<file path="src/rtl/relu_pool2.sv">
// rtl/relu_pool2.sv - ReLU, 2x2 stride-2 max-pool and requantization of a raster conv stream
//
// Purpose:
//   Consumes the raster-order result stream of the 3x3 convolution block and
//   produces a pooled, requantized pixel stream for the next convolution layer.
//   Negative samples are clamped to zero (ReLU). Each 2x2 window of the kept
//   region is reduced to its maximum, shifted right by SHIFT and saturated to
//   the positive range of a W_OUT-bit signed value.
//
//   Even rows fill a half-width line buffer with horizontal pair maxima. Odd
//   rows combine their own pair maxima with the buffered ones and emit one
//   pixel per pair. Columns at or beyond KEEP are counted but ignored.
//
// Ports:
//   clk         in   1      rising-edge clock
//   rst         in   1      synchronous reset, active low
//   in_data     in   W_IN   signed convolution result
//   in_valid    in   1      sample qualifier (convolution block En)
//   out_data    out  W_OUT  pooled pixel, always >= 0, held between strobes
//   out_valid   out  1      one-cycle strobe per pooled pixel
//   out_last    out  1      strobes with the final pooled pixel of a frame
//   frame_done  out  1      one-cycle pulse coincident with out_last
module relu_pool2 #(
   parameter int W_IN  = 21,
   parameter int W_OUT = 9,
   parameter int LINE  = 28,
   parameter int KEEP  = 26,
   parameter int ROWS  = 26,
   parameter int SHIFT = 8
) (
   input  logic                   clk,
   input  logic                   rst,
   input  logic signed [W_IN-1:0] in_data,
   input  logic                   in_valid,
   output logic [W_OUT-1:0]       out_data,
   output logic                   out_valid,
   output logic                   out_last,
   output logic                   frame_done
);

   localparam int CW = (LINE > 1) ? $clog2(LINE) : 1;
   localparam int RW = (ROWS > 1) ? $clog2(ROWS) : 1;
   localparam int NB = KEEP / 2;
   localparam int IW = (NB > 1) ? $clog2(NB) : 1;
   // ReLU output never needs the sign bit, so stored values are one bit narrower.
   localparam int VW = W_IN - 1;
   localparam logic [VW-1:0] SAT_MAX = VW'((1 << (W_OUT - 1)) - 1);

   typedef enum logic {
      EVEN_ROW = 1'b0,
      ODD_ROW  = 1'b1
   } phase_e;

   logic [CW-1:0]    col_q, col_d;
   logic [RW-1:0]    row_q, row_d;
   logic [VW-1:0]    p_q, p_d;
   logic [W_OUT-1:0] out_data_q, out_data_d;
   logic             out_valid_q, out_valid_d;
   logic             out_last_q, out_last_d;
   logic             frame_done_q, frame_done_d;

   // Not reset: every entry is rewritten on an even row before an odd row reads it.
   logic [VW-1:0]    line_buf_q [NB];

   phase_e           phase;
   logic             kept;
   logic             odd_col;
   logic             last_col;
   logic             last_row;
   logic             last_pair;
   logic             buf_we;
   logic [IW-1:0]    idx;
   logic [VW-1:0]    r;
   logic [VW-1:0]    m;
   logic [VW-1:0]    b;
   logic [VW-1:0]    v;
   logic [VW-1:0]    q;

   always_comb begin
      // Compare one bit wider so KEEP == LINE == 2^CW still works.
      kept      = ({1'b0, col_q} < (CW + 1)'(KEEP));
      odd_col   = col_q[0];
      last_col  = (col_q == CW'(LINE - 1));
      last_row  = (row_q == RW'(ROWS - 1));
      last_pair = last_row && (col_q == CW'(KEEP - 1));
      phase     = row_q[0] ? ODD_ROW : EVEN_ROW;
      // Index only meaningful for kept columns; the write/emit paths gate on kept.
      idx       = IW'(col_q >> 1);

      r = in_data[W_IN-1] ? '0 : in_data[VW-1:0];
      m = (r > p_q) ? r : p_q;
      b = line_buf_q[idx];
      v = (b > m) ? b : m;
      q = v >> SHIFT;
   end

   always_comb begin
      col_d        = col_q;
      row_d        = row_q;
      p_d          = p_q;
      buf_we       = 1'b0;
      out_data_d   = out_data_q;
      out_valid_d  = 1'b0;
      out_last_d   = 1'b0;
      frame_done_d = 1'b0;

      if (in_valid) begin
         if (last_col) begin
            col_d = '0;
            row_d = last_row ? '0 : row_q + 1'b1;
         end else begin
            col_d = col_q + 1'b1;
         end

         if (kept) begin
            if (!odd_col) begin
               p_d = r;
            end else begin
               case (phase)
                  EVEN_ROW: begin
                     buf_we = 1'b1;
                  end
                  ODD_ROW: begin
                     out_data_d  = (q > SAT_MAX) ? SAT_MAX[W_OUT-1:0] : q[W_OUT-1:0];
                     out_valid_d = 1'b1;
                     if (last_pair) begin
                        out_last_d   = 1'b1;
                        frame_done_d = 1'b1;
                     end
                  end
                  default: begin
                     buf_we = 1'b0;
                  end
               endcase
            end
         end
      end
   end

   always_ff @(posedge clk) begin
      if (!rst) begin
         col_q        <= '0;
         row_q        <= '0;
         p_q          <= '0;
         out_data_q   <= '0;
         out_valid_q  <= 1'b0;
         out_last_q   <= 1'b0;
         frame_done_q <= 1'b0;
      end else begin
         col_q        <= col_d;
         row_q        <= row_d;
         p_q          <= p_d;
         out_data_q   <= out_data_d;
         out_valid_q  <= out_valid_d;
         out_last_q   <= out_last_d;
         frame_done_q <= frame_done_d;
      end
   end

   always_ff @(posedge clk) begin
      if (buf_we) begin
         line_buf_q[idx] <= m;
      end
   end

   assign out_data   = out_data_q;
   assign out_valid  = out_valid_q;
   assign out_last   = out_last_q;
   assign frame_done = frame_done_q;

endmodule

</file>
<file path="config.mk">
export PLATFORM = sky130hd
export DESIGN_NAME = relu_pool2
export DESIGN_NICKNAME = d
export VERILOG_FILES = /design/src/rtl/relu_pool2.sv
export SDC_FILE = /design/constraint.sdc
export NUM_CORES = 1
export LEC_CHECK = 0
export CAP_MARGIN = 20
export CORE_ASPECT_RATIO = 2
export CORE_MARGIN = 5
export CORE_UTILIZATION = 55
export DETAILED_ROUTE_END_ITERATION = 10
export GPL_TIMING_DRIVEN = 1
export PLACE_DENSITY = 0.75
export SYNTH_ARGS = -nofsm -noshare
export SYNTH_HDL_FRONTEND = slang
export SYNTH_SLANG_ARGS = --single-unit
</file>
<file path="constraint.sdc">
create_clock -name clk -period 4.6 [get_ports clk]
set_clock_uncertainty 0.15 [all_clocks]
set_input_delay 0.46 -clock clk [delete_from_list [all_inputs] [get_ports clk]]
set_output_delay 0.46 -clock clk [all_outputs]
set_load 0.05 [all_outputs]
</file>
==> impl_metrics.tcl <==
set metrics [dict create \
    vias_per_cell 6.187 \
    drt-initial-drc-count 678 \
    antenna_found_initial 0 \
    wl_met3_mm 1.374 \
    finalSetupViolations 0 \
    seq_area_um2 8715 \
    yosysSeqAreaShare 0.6665 \
    clock-root-buffer "clkbuf_16" \
    yosys.cell_types.count 54 \
    hp-class "register to register" \
    wl_met2_mm 17.72 \
    avgSynthCellArea_um2 16.37 \
    nFillCells 1413 \
    clkTransAtPathRegs_ns 0.07 \
    grt_usage 0.2281 \
    cts_buffer_depth 3 \
    worst_setup_path_start_kind "input port" \
    layout.nets 1002 \
    rr_worst_depth 17 \
    worstPathArrival_ns 4.88 \
    setup_tns_ns 0 \
    port_buffers 35 \
    syn_inst 798 \
    clkLatencyLatePin_ns 0.53 \
    numCtsBuffers 26 \
    fin_crit_ns 4.576 \
    diodes 0 \
    r2r_slack_ns 0.15 \
    worstSetupEndpointType "register" \
    fin_crit_sh 0.9947 \
    multiInputGateArea_um2 4548 \
    hp-start "out_data[8]" \
    fmax_ghz 0.2186 \
    final-hold-violation-count 0 \
    crit_required_ns 4.91 \
    area_growth_syn_to_layout_pct 22.07 \
    dp_hpwl_mm 19.12 \
    synth_edf_count 260 \
    p_leak_nw 5.425 \
    powerDensity_nw_per_um2 379.1 \
    tightest_slew_ns 0.8869 \
    hold_buffers 0 \
    cp_max_fo 7 \
    crit_path_start "in_data[20]" \
    ys_ff_latch 305 \
    ios 36 \
    rr_startpoint "p_q[1]" \
    initial_utilization 0.5601 \
    grt_overflow 0 \
    synth_area_um2 13070 \
    drc 0 \
    path_cells "dlygate4sd2_1 -> buf_12 -> buf_4 -> nor2b_2 -> ha_4 -> a21oi_2 -> o21ai_1 -> a221o_1 -> or4_4 -> nand2_8 -> buf_4 -> mux2i_1 -> ha_1 -> and4_1 -> a221oi_2 -> and2_1 -> a211o_1 -> buf_6 -> o31ai_2 -> a21oi_1" \
    synthArstFlopShare 0 \
    critPathKind "input port to register" \
    status "finished clean" \
    first_pass_iters 5 \
    die_w_um 119.0 \
    via_count 7647 \
    syn_nets 866 \
    rows 79 \
    drive_above_1_share 0.3253 \
    cts_tree "yes" \
    grt_max_degree 38 \
    htreeDepth 1 \
    core-area_um2 23330 \
    final_antenna_net_count 0 \
    relSlewSlack 0.4070 \
    final_cell_area_um2 15950 \
    mostFrequentLayoutCells "edfxtp_1, buf_4, mux4_2, nand2_1, dfxtp_1" \
    cpMostUsedCell "buf_4" \
    grt_pass1_vias 8146 \
    place_congestion 0.9209 \
    die_height_um 228.0 \
    totalWireLength_mm 31.07 \
    die-area_um2 27130 \
    synthFlopType "edfxtp_1" \
    wl_met1_mm 10.80 \
    irDropWorstVdd_mv 0.2227 \
    layout_commonest_cell "edfxtp_1" \
    rr_endpoint "out_data[3]" \
    top_layer_used "met4" \
    cpMaxStageDelayCell "or4_4" \
    placed_area_um2 14370 \
    yosysWarnings 0 \
    clock-sinks 305 \
    endpoint "out_data[3]" \
    cpPeakStageDelay_ns 0.54 \
    drv_slew 0 \
    wire_per_inst_um 25.14 \
    grt_pass1_wl_mm 46.92 \
    maxCapViolations 0 \
]
-- registers in the layout, summed over array words and instances, names as in the netlist, named ones only --
register,cells
col_q,5
frame_done,1
p_q,20
out_data,9
line_buf_q,260
out_valid,1
row_q,5
-- critical path: cells and delay by family --
family | cells | cell delay, ns
AOI/OAI and AO/OA | 7 | 1.29
adders and majority gates | 2 | 0.55
and+or+nand+nor | 5 | 1.21
muxes | 1 | 0.42
buffers and inverters | 5 | 0.94
-- final cells by class --
type,count,area share
clock inverters,15,0.01137
multi-input cells,414,0.2851
repair buffers,147,0.08182
inverters,40,0.009570
flip-flops and latches,305,0.5464
clock buffers,32,0.04354
well taps,283,0.02220
-- where the power goes --
group / total (mW) / leakage [nW] / internal [mW] / switching [mW]
logic: 0.725 / 2.26 / 0.352 / 0.372
clock network: 2.24 / 0.426 / 1.30 / 0.936
registers: 3.08 / 2.74 / 3.06 / 0.0268
total: 6.05 / 5.42 / 4.71 / 1.34
-- synth_stat cells (5+ instances only) --
cell type,n,area share
mux2_2,5,0.0043
nand3_1,8,0.0031
nand2_1,64,0.018
ha_1,44,0.042
o21a_1,8,0.0046
and2_1,5,0.0024
mux2i_1,24,0.018
dfxtp_1,45,0.069
clkbuf_1,16,0.0046
buf_2,10,0.0038
nor2b_1,28,0.013
edfxtp_1,260,0.60
nor3_1,7,0.0027
o31ai_1,9,0.0052
inv_1,37,0.011
nor2_1,21,0.0060
mux4_2,71,0.12
nand4_1,13,0.0062
a21boi_0,20,0.011
a21oi_1,32,0.012
-- cell families (layout without fill, tap and decap cells) --
group / after synthesis / count (layout) / synth area share
flops: 305 / 305 / 0.6665
buf+inv: 79 / 234 / 0.02834
fa+ha+maj: 44 / 44 / 0.04213
mux: 100 / 100 / 0.1451
compound gates: 97 / 97 / 0.05037
xor+xnor: 5 / 5 / 0.003351
simple gates: 168 / 168 / 0.06425
-- what timing repair did --
item                                    4_1_cts  5_1_grt
resized for setup                            35       61
cloned                                        1        0
endpoints found under the setup margin        8        8
hold endpoints to repair                      0        0
buffers inserted                             15        4
pin swaps                                    15       23
-- per-stage QoR --
stage / cells / total power [mW] / setup slack, ns / hold WS (ns) / util
finish: 1236 / 6.047 / 0.02440 / 0.3106 / 0.6838
global route: 1236 / 6.259 / -0.09270 / 0.3504 / 0.6838
CTS: 1232 / 6.004 / -0.004760 / 0.3104 / 0.6663
detailed placement: 1170 / 3.723 / -1.103 / 0.3001 / 0.6161
global placement: 1170 / 3.695 / -0.8713 / 0.2710 / 0.6161
floorplan: 798 / 3.490 / 0.06752 / 0.3031 / -
-- how the worst min path moves through the flow --
| stage | to | slack [ns] | depth (start not counted) |
|---|---|---|---|
| final | out_data[8] | 0.31 | 2 |
| after global routing | out_data[8] | 0.35 | 2 |
| after global placement | out_data[8] | 0.27 | 2 |
| after detailed placement | out_data[8] | 0.30 | 2 |
| after floorplan | p_q[4] | 0.30 | 2 |
| after CTS | out_data[8] | 0.31 | 2 |
-- metal layers --
layer  up-vias  global-route usage
met4         0             0.09684
li1       3371                   -
met2       288              0.4301
met5         -                   0
met1      3921              0.2558
met3        67             0.02625
Note: power is estimated with default switching activity, not from simulation.
